File: config.mk
export PLATFORM = sky130hd
export DESIGN_NAME = pmem_arbiter_flat
export DESIGN_NICKNAME = d
export VERILOG_FILES = /design/src/rtl/pmem_arbiter_pkg.sv /design/src/rtl/pmem_arbiter_if.sv /design/src/rtl/pmem_arbiter.sv /design/src/flat_wrapper.sv
export SDC_FILE = /design/constraint.sdc
export NUM_CORES = 1
export LEC_CHECK = 0
export BUFFER_PORTS_ARGS = -buffer_cell sky130_fd_sc_hd__buf_2
export CORE_AREA = 2 2 542 544
export DETAILED_ROUTE_END_ITERATION = 8
export DIE_AREA = 0 0 544 546
export GPL_ROUTABILITY_DRIVEN = 0
export HOLD_SLACK_MARGIN = 0.15
export PLACE_DENSITY = 0.31
export REMOVE_ABC_BUFFERS = 1
export SYNTH_ARGS = -nofsm -noshare
export SYNTH_HDL_FRONTEND = slang
export SYNTH_SLANG_ARGS = --single-unit
File: constraint.sdc
create_clock -name clk -period 47.7 [get_ports clk]
set_input_delay 9.54 -clock clk [delete_from_list [all_inputs] [get_ports clk]]
set_output_delay 9.54 -clock clk [all_outputs]
set_load 0.05 [all_outputs]
File: src/rtl/pmem_arbiter_pkg.sv
// Shared types for the I/D line-request arbiter in front of the physical memory port.
package pmem_arb_pkg;

  typedef enum logic [1:0] {
    IDLE = 2'd0,
    BUSY = 2'd1,
    RESP = 2'd2
  } state_t;

  typedef enum logic {
    GNT_I = 1'b0,
    GNT_D = 1'b1
  } gnt_t;

  typedef enum logic {
    OP_READ  = 1'b0,
    OP_WRITE = 1'b1
  } op_t;

endpackage

File: src/rtl/pmem_arbiter_if.sv
// Bundle of the instruction, data and physical memory line ports around the arbiter.
// master = surrounding system (caches + memory), slave = the arbiter itself.
interface pmem_arbiter_if #(
  parameter int ADDR_WIDTH = 32,
  parameter int LINE_WIDTH = 256
);
  logic                  imem_read;
  logic [ADDR_WIDTH-1:0] imem_address;
  logic [LINE_WIDTH-1:0] imem_rdata;
  logic                  imem_resp;

  logic                  dmem_read;
  logic                  dmem_write;
  logic [ADDR_WIDTH-1:0] dmem_address;
  logic [LINE_WIDTH-1:0] dmem_wdata;
  logic [LINE_WIDTH-1:0] dmem_rdata;
  logic                  dmem_resp;

  logic                  pmem_read;
  logic                  pmem_write;
  logic [ADDR_WIDTH-1:0] pmem_address;
  logic [LINE_WIDTH-1:0] pmem_wdata;
  logic [LINE_WIDTH-1:0] pmem_rdata;
  logic                  pmem_resp;

  modport master (
    output imem_read, imem_address,
    output dmem_read, dmem_write, dmem_address, dmem_wdata,
    output pmem_rdata, pmem_resp,
    input  imem_rdata, imem_resp, dmem_rdata, dmem_resp,
    input  pmem_read, pmem_write, pmem_address, pmem_wdata
  );

  modport slave (
    input  imem_read, imem_address,
    input  dmem_read, dmem_write, dmem_address, dmem_wdata,
    input  pmem_rdata, pmem_resp,
    output imem_rdata, imem_resp, dmem_rdata, dmem_resp,
    output pmem_read, pmem_write, pmem_address, pmem_wdata
  );
endinterface

File: src/rtl/pmem_arbiter.sv
// Serialises I-side and D-side cache-line transactions onto one memory port, one at a time.
// Data wins ties, but only MAX_D_BURST times in a row while the instruction side waits.
module pmem_arbiter
  import pmem_arb_pkg::*;
#(
  parameter int ADDR_WIDTH  = 32,
  parameter int LINE_WIDTH  = 256,
  parameter int MAX_D_BURST = 4
) (
  input  logic           clk,
  input  logic           rst,
  pmem_arbiter_if.slave  bus
);

  localparam int                CNT_W   = $clog2(MAX_D_BURST + 1);
  localparam logic [CNT_W-1:0]  CNT_MAX = CNT_W'(MAX_D_BURST);

  state_t                state_q, state_d;
  gnt_t                  gnt_q, gnt_d;
  op_t                   op_q, op_d;
  logic [ADDR_WIDTH-1:0] addr_q, addr_d;
  logic [LINE_WIDTH-1:0] wdata_q, wdata_d;
  logic [CNT_W-1:0]      d_cnt_q, d_cnt_d;
  logic [LINE_WIDTH-1:0] irdata_q, irdata_d;
  logic [LINE_WIDTH-1:0] drdata_q, drdata_d;

  logic d_req;
  logic any_req;
  gnt_t pick_gnt;

  always_comb begin : pick
    d_req   = bus.dmem_read | bus.dmem_write;
    any_req = bus.imem_read | d_req;
    if (bus.imem_read && d_req) begin
      pick_gnt = (d_cnt_q == CNT_MAX) ? GNT_I : GNT_D;
    end else if (d_req) begin
      pick_gnt = GNT_D;
    end else begin
      pick_gnt = GNT_I;
    end
  end

  always_ff @(posedge clk or posedge rst) begin : state_reg
    if (rst) begin
      state_q  <= IDLE;
      gnt_q    <= GNT_I;
      op_q     <= OP_READ;
      addr_q   <= '0;
      wdata_q  <= '0;
      d_cnt_q  <= '0;
      irdata_q <= '0;
      drdata_q <= '0;
    end else begin
      state_q  <= state_d;
      gnt_q    <= gnt_d;
      op_q     <= op_d;
      addr_q   <= addr_d;
      wdata_q  <= wdata_d;
      d_cnt_q  <= d_cnt_d;
      irdata_q <= irdata_d;
      drdata_q <= drdata_d;
    end
  end

  always_comb begin : next_state
    state_d  = state_q;
    gnt_d    = gnt_q;
    op_d     = op_q;
    addr_d   = addr_q;
    wdata_d  = wdata_q;
    d_cnt_d  = d_cnt_q;
    irdata_d = irdata_q;
    drdata_d = drdata_q;
    unique case (state_q)
      IDLE: begin
        if (any_req) begin
          state_d = BUSY;
          gnt_d   = pick_gnt;
          if (pick_gnt == GNT_D) begin
            // A simultaneous read+write request is resolved as a write.
            op_d    = bus.dmem_write ? OP_WRITE : OP_READ;
            addr_d  = bus.dmem_address;
            wdata_d = bus.dmem_wdata;
            if (!bus.imem_read) begin
              d_cnt_d = '0;
            end else if (d_cnt_q != CNT_MAX) begin
              d_cnt_d = d_cnt_q + CNT_W'(1);
            end
          end else begin
            op_d    = OP_READ;
            addr_d  = bus.imem_address;
            d_cnt_d = '0;
          end
        end
      end
      BUSY: begin
        if (bus.pmem_resp) begin
          state_d = RESP;
          if (gnt_q == GNT_I) begin
            irdata_d = bus.pmem_rdata;
          end else begin
            drdata_d = bus.pmem_rdata;
          end
        end
      end
      RESP:    state_d = IDLE;
      default: state_d = IDLE;
    endcase
  end

  // Every output is decoded from registers only, so nothing flows through combinationally.
  always_comb begin : outputs
    bus.pmem_read    = (state_q == BUSY) && (op_q == OP_READ);
    bus.pmem_write   = (state_q == BUSY) && (op_q == OP_WRITE);
    bus.pmem_address = addr_q;
    bus.pmem_wdata   = wdata_q;
    bus.imem_resp    = (state_q == RESP) && (gnt_q == GNT_I);
    bus.dmem_resp    = (state_q == RESP) && (gnt_q == GNT_D);
    bus.imem_rdata   = irdata_q;
    bus.dmem_rdata   = drdata_q;
  end

endmodule

File: src/flat_wrapper.sv
// flat-port wrapper written by rule: the top's interface ports become plain ports
module pmem_arbiter_flat import pmem_arb_pkg::*;
#(
  parameter int ADDR_WIDTH  = 32,
  parameter int LINE_WIDTH  = 256,
  parameter int MAX_D_BURST = 4
)
  (clk, rst, bus_imem_read, bus_imem_address, bus_dmem_read, bus_dmem_write, bus_dmem_address, bus_dmem_wdata, bus_pmem_rdata, bus_pmem_resp, bus_imem_rdata, bus_imem_resp, bus_dmem_rdata, bus_dmem_resp, bus_pmem_read, bus_pmem_write, bus_pmem_address, bus_pmem_wdata);
  pmem_arbiter_if #(.ADDR_WIDTH(ADDR_WIDTH), .LINE_WIDTH(LINE_WIDTH)) bus_i ();
  input  logic clk;
  input  logic rst;
  input wire logic [$bits(bus_i.imem_read)-1:0] bus_imem_read;
  input wire logic [$bits(bus_i.imem_address)-1:0] bus_imem_address;
  input wire logic [$bits(bus_i.dmem_read)-1:0] bus_dmem_read;
  input wire logic [$bits(bus_i.dmem_write)-1:0] bus_dmem_write;
  input wire logic [$bits(bus_i.dmem_address)-1:0] bus_dmem_address;
  input wire logic [$bits(bus_i.dmem_wdata)-1:0] bus_dmem_wdata;
  input wire logic [$bits(bus_i.pmem_rdata)-1:0] bus_pmem_rdata;
  input wire logic [$bits(bus_i.pmem_resp)-1:0] bus_pmem_resp;
  output wire logic [$bits(bus_i.imem_rdata)-1:0] bus_imem_rdata;
  output wire logic [$bits(bus_i.imem_resp)-1:0] bus_imem_resp;
  output wire logic [$bits(bus_i.dmem_rdata)-1:0] bus_dmem_rdata;
  output wire logic [$bits(bus_i.dmem_resp)-1:0] bus_dmem_resp;
  output wire logic [$bits(bus_i.pmem_read)-1:0] bus_pmem_read;
  output wire logic [$bits(bus_i.pmem_write)-1:0] bus_pmem_write;
  output wire logic [$bits(bus_i.pmem_address)-1:0] bus_pmem_address;
  output wire logic [$bits(bus_i.pmem_wdata)-1:0] bus_pmem_wdata;
  assign bus_i.imem_read = bus_imem_read;
  assign bus_i.imem_address = bus_imem_address;
  assign bus_i.dmem_read = bus_dmem_read;
  assign bus_i.dmem_write = bus_dmem_write;
  assign bus_i.dmem_address = bus_dmem_address;
  assign bus_i.dmem_wdata = bus_dmem_wdata;
  assign bus_i.pmem_rdata = bus_pmem_rdata;
  assign bus_i.pmem_resp = bus_pmem_resp;
  assign bus_imem_rdata = bus_i.imem_rdata;
  assign bus_imem_resp = bus_i.imem_resp;
  assign bus_dmem_rdata = bus_i.dmem_rdata;
  assign bus_dmem_resp = bus_i.dmem_resp;
  assign bus_pmem_read = bus_i.pmem_read;
  assign bus_pmem_write = bus_i.pmem_write;
  assign bus_pmem_address = bus_i.pmem_address;
  assign bus_pmem_wdata = bus_i.pmem_wdata;
  pmem_arbiter #(.ADDR_WIDTH(ADDR_WIDTH), .LINE_WIDTH(LINE_WIDTH), .MAX_D_BURST(MAX_D_BURST)) u_core (.clk(clk), .rst(rst), .bus(bus_i));
endmodule
=== After elaboration in Yosys (flattened, before gate mapping) ===
Index checks and enable logic that the tools add are counted.

* Bits of input ports: 582
* Register bits: 807
* Word-level logic and storage cells: 44
* Output and inout port bits: 804

* Mux-type cells: 12
* Bitwise logic cells: 4
* Eq/ne operators: 7
* Reductions and logical operators: 12
* Add/sub/neg operators: 1

{| class="wikitable"
|+ Operators by type and width
! kind !! count
|-
| $mux W32 || 1
|-
| $reduce_and A3 Y1 || 4
|-
| $mux W3 || 3
|-
| $ne A3 B3 Y1 const B || 2
|-
| $logic_and A1 B1 Y1 || 5
|-
| $mux W1 || 5
|-
| $mux W2 || 2
|-
| $pmux W2 S2 || 1
|-
| $reduce_and A2 Y1 || 2
|-
| $add A3 B1 Y3 const B || 1
|-
| $eq A3 B3 Y1 const B || 1
|-
| $eq A2 B1 Y1 const B || 1
|-
| $eq A2 B2 Y1 const B || 1
|-
| $logic_not A2 Y1 || 1
|-
| $ne A2 B1 Y1 const B || 1
|-
| $ne A2 B2 Y1 const B || 1
|-
| $not A1 Y1 || 2
|-
| $or A1 B1 Y1 || 2
|}

=== Longest topological paths before layout ===
* Word-level depth: 5
* Gate-level depth with buffers: 8
* Gate-level depth less buffers: 5

=== Least setup slack after synthesis ===
No wires, ideal clock.

* Path type: reg-to-output
* Start point: reg u_core.state_q[0]
* End point: out bus_imem_resp
* Cell stages (with the launch flop): 2
* Path slack: 36584 ps
* Data required time: 38160 ps
* Buffers on the path: 0
* Arrival: 1576 ps
* Cell sequence: dfrtp_1 > nor3b_1

* Word-level cells in the longest chain between the ends: 2

{| class="wikitable"
|+ Ends and longest elaborated chain
! item !! RTL line !! source
|-
| start, declared || pmem_arbiter.sv:18 || <nowiki>state_t state_q, state_d;</nowiki>
|-
| start signal, assigned || pmem_arbiter.sv:54 || <nowiki>state_q <= state_d;</nowiki>
|-
| $eq A2 B2 Y1 || pmem_arbiter.sv:117 || <nowiki>bus.imem_resp = (state_q == RESP) && (gnt_q == GNT_I);</nowiki>
|-
| $logic_and A1 B1 Y1 || pmem_arbiter.sv:117 ||
|-
| end, declared || flat_wrapper.sv:21 || <nowiki>output wire logic [$bits(bus_i.imem_resp)-1:0] bus_imem_resp;</nowiki>
|}

No other way between the ends.

=== Worst setup path in the final report ===
* Start point: in bus_dmem_read
* End point: reg u_core.wdata_q[244], in the netlist u_core.bus.pmem_wdata[244]

* Word-level cells in the longest chain between the ends: 4
* Elaborated cells on any way between the ends: 6

{| class="wikitable"
|+ Ends and longest elaborated chain
! item !! RTL line !! source
|-
| start, declared || flat_wrapper.sv:14 || <nowiki>input wire logic [$bits(bus_i.dmem_read)-1:0] bus_dmem_read;</nowiki>
|-
| $or A1 B1 Y1 (*) || pmem_arbiter.sv:32 || <nowiki>d_req = bus.dmem_read | bus.dmem_write;</nowiki>
|-
| $mux W1 or $logic_and A1 B1 Y1 (tied branches) || pmem_arbiter.sv:36, pmem_arbiter.sv:34 ||
|-
| $mux W1 || pmem_arbiter.sv:34 || <nowiki>if (bus.imem_read && d_req) begin</nowiki>
|-
| $reduce_and A3 Y1 (no source line) (*) || n/a ||
|-
| end signal, assigned || pmem_arbiter.sv:58 || <nowiki>wdata_q <= wdata_d;</nowiki>
|-
| end, declared || pmem_arbiter.sv:22 || <nowiki>logic [LINE_WIDTH-1:0] wdata_q, wdata_d;</nowiki>
|}

Mark *: on every way between the ends. The rest lies on a longest branch, timed or not.
A chain may end at the register's enable or synchronous reset.

==> impl_table.tex <==
\begin{tabular}{lr}
\hline
Metric & Value \\
\hline
\multicolumn{2}{l}{\textbf{Run status}} \\
\quad Run status & finished clean \\
\multicolumn{2}{l}{\textbf{Placed design}} \\
\quad Count of input and output buffers & 1385 \\
\quad Cell area after placement & 0.0426 mm\^{}2 \\
\quad Dpl hpwl & 136 mm \\
\multicolumn{2}{l}{\textbf{Drt}} \\
\quad Total vias in the final route & 22.0k \\
\quad Number of DRC markers in iteration 0 & 679 \\
\quad Post-detailed-route via-to-cell ratio & 3.02 \\
\quad DRC violation count after routing & 0 \\
\quad Wire length per cell after detailed routing & 22.7 um \\
\quad Drt first pass iters & 4 \\
\quad Total length of routed wires & 166 mm \\
\quad Number of nets with antenna violations after routing & 0 \\
\multicolumn{2}{l}{\textbf{Clock tree}} \\
\quad Count of hold-fix buffers inserted at cts & 0 \\
\quad Post-cts sizing count & 0 \\
\quad CTS Sinks & 807 \\
\quad CTS root buf & sky130\_fd\_sc\_hd\_\_clkbuf\_16 \\
\quad Number of buffers created by CTS & 109 \\
\quad Number of buffers on the longest clock path & 4 \\
\quad Clock-pin slew of the registers on the worst-case setup and hold paths & 60 ps \\
\quad CTS tree & done \\
\quad H-tree depth reported by CTS & 3 \\
\quad Clk\_lat worst skew & 790 ps \\
\quad Setup repair bufs after CTS & 0 \\
\multicolumn{2}{l}{\textbf{GRT}} \\
\quad Maximum number of pins on one net before global-route repair & 130 \\
\quad Congestion Overflow GR & 0 \\
\quad Global-route wire length before repair & 220 mm \\
\quad Total track usage & 0.108 \\
\quad Number of global-route vias before repair & 23.4k \\
\quad Antenna violations before repair & 141 \\
\multicolumn{2}{l}{\textbf{Timing}} \\
\quad RSZ-0062 raised after global routing & false \\
\quad Max Slew Vio Count & 0 \\
\quad Number of failing hold endpoints at the final stage & 0 \\
\quad Portion of the clock cycle consumed by the worst path in the final layout & 0.276 \\
\quad Number of endpoints failing setup at the final stage & 0 \\
\quad Slew headroom & 0.270 \\
\quad Worst Max-Slew Pin Slew & 1090 ps \\
\quad Maximum operating frequency & 0.0759 GHz \\
\quad Worst clock skew & 41.3 ps \\
\quad Sum of negative setup slack & 0 ps \\
\quad Time the worst path needs with I/O delays and setup & 13180 ps \\
\multicolumn{2}{l}{\textbf{Finish}} \\
\quad Number of fill cells in the layout & 32.6k \\
\quad Number of nets in the layout & 3848 \\
\quad Area delta synth->final & 48.4\% \\
\quad Total non-filler cell area in the finished layout & 0.0463 mm\^{}2 \\
\quad Most frequent cells in the layout & sky130\_fd\_sc\_hd\_\_buf\_2, sky130\_fd\_sc\_hd\_\_dfrtp\_1, sky130\_fd\_sc\_hd\_\_mux2\_1, sky130\_fd\_sc\_hd\_\_mux2\_4, sky130\_fd\_sc\_hd\_\_clkbuf\_16 \\
\quad Most frequent standard cell in the layout excluding fill and tap cells & sky130\_fd\_sc\_hd\_\_buf\_2 \\
\quad Fraction of final layout cells with drive strength greater than 1 & 0.561 \\
\multicolumn{2}{l}{\textbf{Setup path}} \\
\quad Critical Path Slowest Stage Cell & sky130\_fd\_sc\_hd\_\_buf\_4 \\
\quad Cell repeated most along the worst path & sky130\_fd\_sc\_hd\_\_buf\_4 \\
\quad List of cells traversed by the critical path & buf\_2 > or2\_1 > buf\_4 > and3\_4 > buf\_4 > buf\_4 > buf\_4 > mux2\_2 \\
\quad Top fanout value on the critical path & 57 \\
\quad Data required time at the worst endpoint & 48410 ps \\
\quad Critical Path End Type & flop \\
\quad Largest delay contributor family on the critical path & buffers and inverters \\
\quad Critical path data arrival time & 13890 ps \\
\quad Largest stage delay on the critical path & 900 ps \\
\quad Number of buffers and inverters on the critical path & 5 \\
\quad Crit start category & input port \\
\quad Category of the critical setup timing path & input port to flop \\
\multicolumn{2}{l}{\textbf{Die}} \\
\quad Die ar. & 0.297 mm\^{}2 \\
\quad Die H & 546 um \\
\quad Count of standard-cell rows & 199 \\
\quad Die width & 544 um \\
\quad Starting Density & 0.107 \\
\quad Core Footprint & 0.292 mm\^{}2 \\
\quad Top Ports & 1386 \\
\multicolumn{2}{l}{\textbf{Logic synthesis}} \\
\quad Synth warnings & 0 \\
\quad Flip-flop and latch count after synthesis & 807 \\
\quad Proportion of synthesized chip area in sequential cells & 0.647 \\
\quad Number of distinct library cell variants in the gate-level netlist after synthesis & 36 \\
\quad Gate count after technology mapping & 1845 \\
\quad Mapped Area & 0.0312 mm\^{}2 \\
\quad Avg Inst Size Synth & 16.9 um\^{}2 \\
\multicolumn{2}{l}{\textbf{Job}} \\
\quad Max-capacitance violation count & 0 \\
\multicolumn{2}{l}{\textbf{Worst hold path}} \\
\quad Path class of the lowest-slack min-delay path & flop to flop \\
\hline
\end{tabular}
-- worst register-to-register path, stage by stage (launching register included) --
cell and delay, ps:
sky130_fd_sc_hd__dfrtp_1 430, sky130_fd_sc_hd__nor2_4 860, sky130_fd_sc_hd__and3_4 870, sky130_fd_sc_hd__buf_4 680, sky130_fd_sc_hd__buf_4 740, sky130_fd_sc_hd__buf_4 950
sky130_fd_sc_hd__mux2_2 510
-- area by class of cell --
type	instances	area (um^2)	area share
Antenna cell	36	90.1	0.00195
Inverter	3	18.8	0.000406
Multi-Input combinational cell	926	10300	0.223
Sequential cell	807	20200	0.436
Clock buffer	166	3260	0.0705
Tap cell	3919	4900	0.106
Timing Repair Buffer	1417	7220	0.156
Clock inverter	24	274	0.00592
-- sequential cells by signal, indices dropped and copies added, names as in the netlist --
| register | cells |
|---|---|
| u_core.bus.dmem_rdata | 256 |
| u_core.d_cnt_q | 3 |
| u_core.bus.pmem_address | 32 |
| u_core.op_q | 1 |
| u_core.gnt_q | 1 |
| u_core.bus.imem_rdata | 256 |
| u_core.bus.pmem_wdata | 256 |
| u_core.state_q | 2 |
-- metal layers --
| metal | global-route usage | share of wire | vias to the layer above |
|---|---|---|---|
| met4 | 0.0205 | 0.018 | 134 |
| met1 | 0.110 | 0.35 | 10900 |
| met3 | 0.0513 | 0.11 | 330 |
| li1 | - | - | 9527 |
| met2 | 0.199 | 0.52 | 1097 |
| met5 | 0 | 0.0051 | - |
-- through the flow --
step                      worst slack, ps  std cells  hold slack, ps  utilization
after floorplan                     15500       1736             483            -
after CTS                           34590       7262             482        0.158
after global placement              33630       7072             462        0.146
after detailed placement            33630       7072             469        0.146
final                               34520       7298             476        0.158
after global routing                34370       7269             487        0.158
-- synthesized netlist by cell type, drive strengths merged --
cell,instances,share of area
dfrtp,807,0.65
mux2,768,0.30
buf,85,0.020
nand3,34,0.0055
o21ai,34,0.0055
a21oi,33,0.0053
a31oi,32,0.0064
clkbuf,24,0.0029
and2,3,0.00060
inv,3,0.00036
nor2,3,0.00044
and3,2,0.00040
ha,2,0.00080
nor3b,2,0.00064
a21o,1,0.00024
a22o,1,0.00028
a31o,1,0.00028
a32o,1,0.00032
and3b,1,0.00028
nand2,1,0.00012
nand2b,1,0.00020
nor2b,1,0.00020
o2bb2ai,1,0.00028
o311ai,1,0.00028
or2,1,0.00020
or3,1,0.00020
or3b,1,0.00028
-- path summary, 6_finish.rpt --
check                                      startpoint                          to  slack (ps)  cells after the start
setup / recovery                        bus_dmem_read  u_core.bus.pmem_wdata[244]       34520                      8
setup reg to reg                    u_core.state_q[1]  u_core.bus.pmem_wdata[244]       42570                      6
hold / removal             u_core.bus.imem_rdata[127]  u_core.bus.imem_rdata[127]         480                      1
min in group asynchronous                         rst   u_core.bus.pmem_wdata[32]        8760                      2
max in group asynchronous                         rst  u_core.bus.imem_rdata[139]       36050                      5
hold reg to reg            u_core.bus.imem_rdata[127]  u_core.bus.imem_rdata[127]         480                      1
-- kinds of logic (layout without fill, tap and decap cells) --
logic type | after synthesis | count (layout) | synth area share
flops | 807 | 807 | 0.647
mux | 768 | 768 | 0.301
buf+inv | 112 | 1610 | 0.0229
compound gates | 105 | 105 | 0.0189
simple gates | 51 | 51 | 0.00903
fa+ha+maj | 2 | 2 | 0.000802
other cells | 0 | 36 | 0
Power is left out: the tool's default activity adds up to more than one toggle a clock period on the data nets, which glitch-free logic cannot reach.
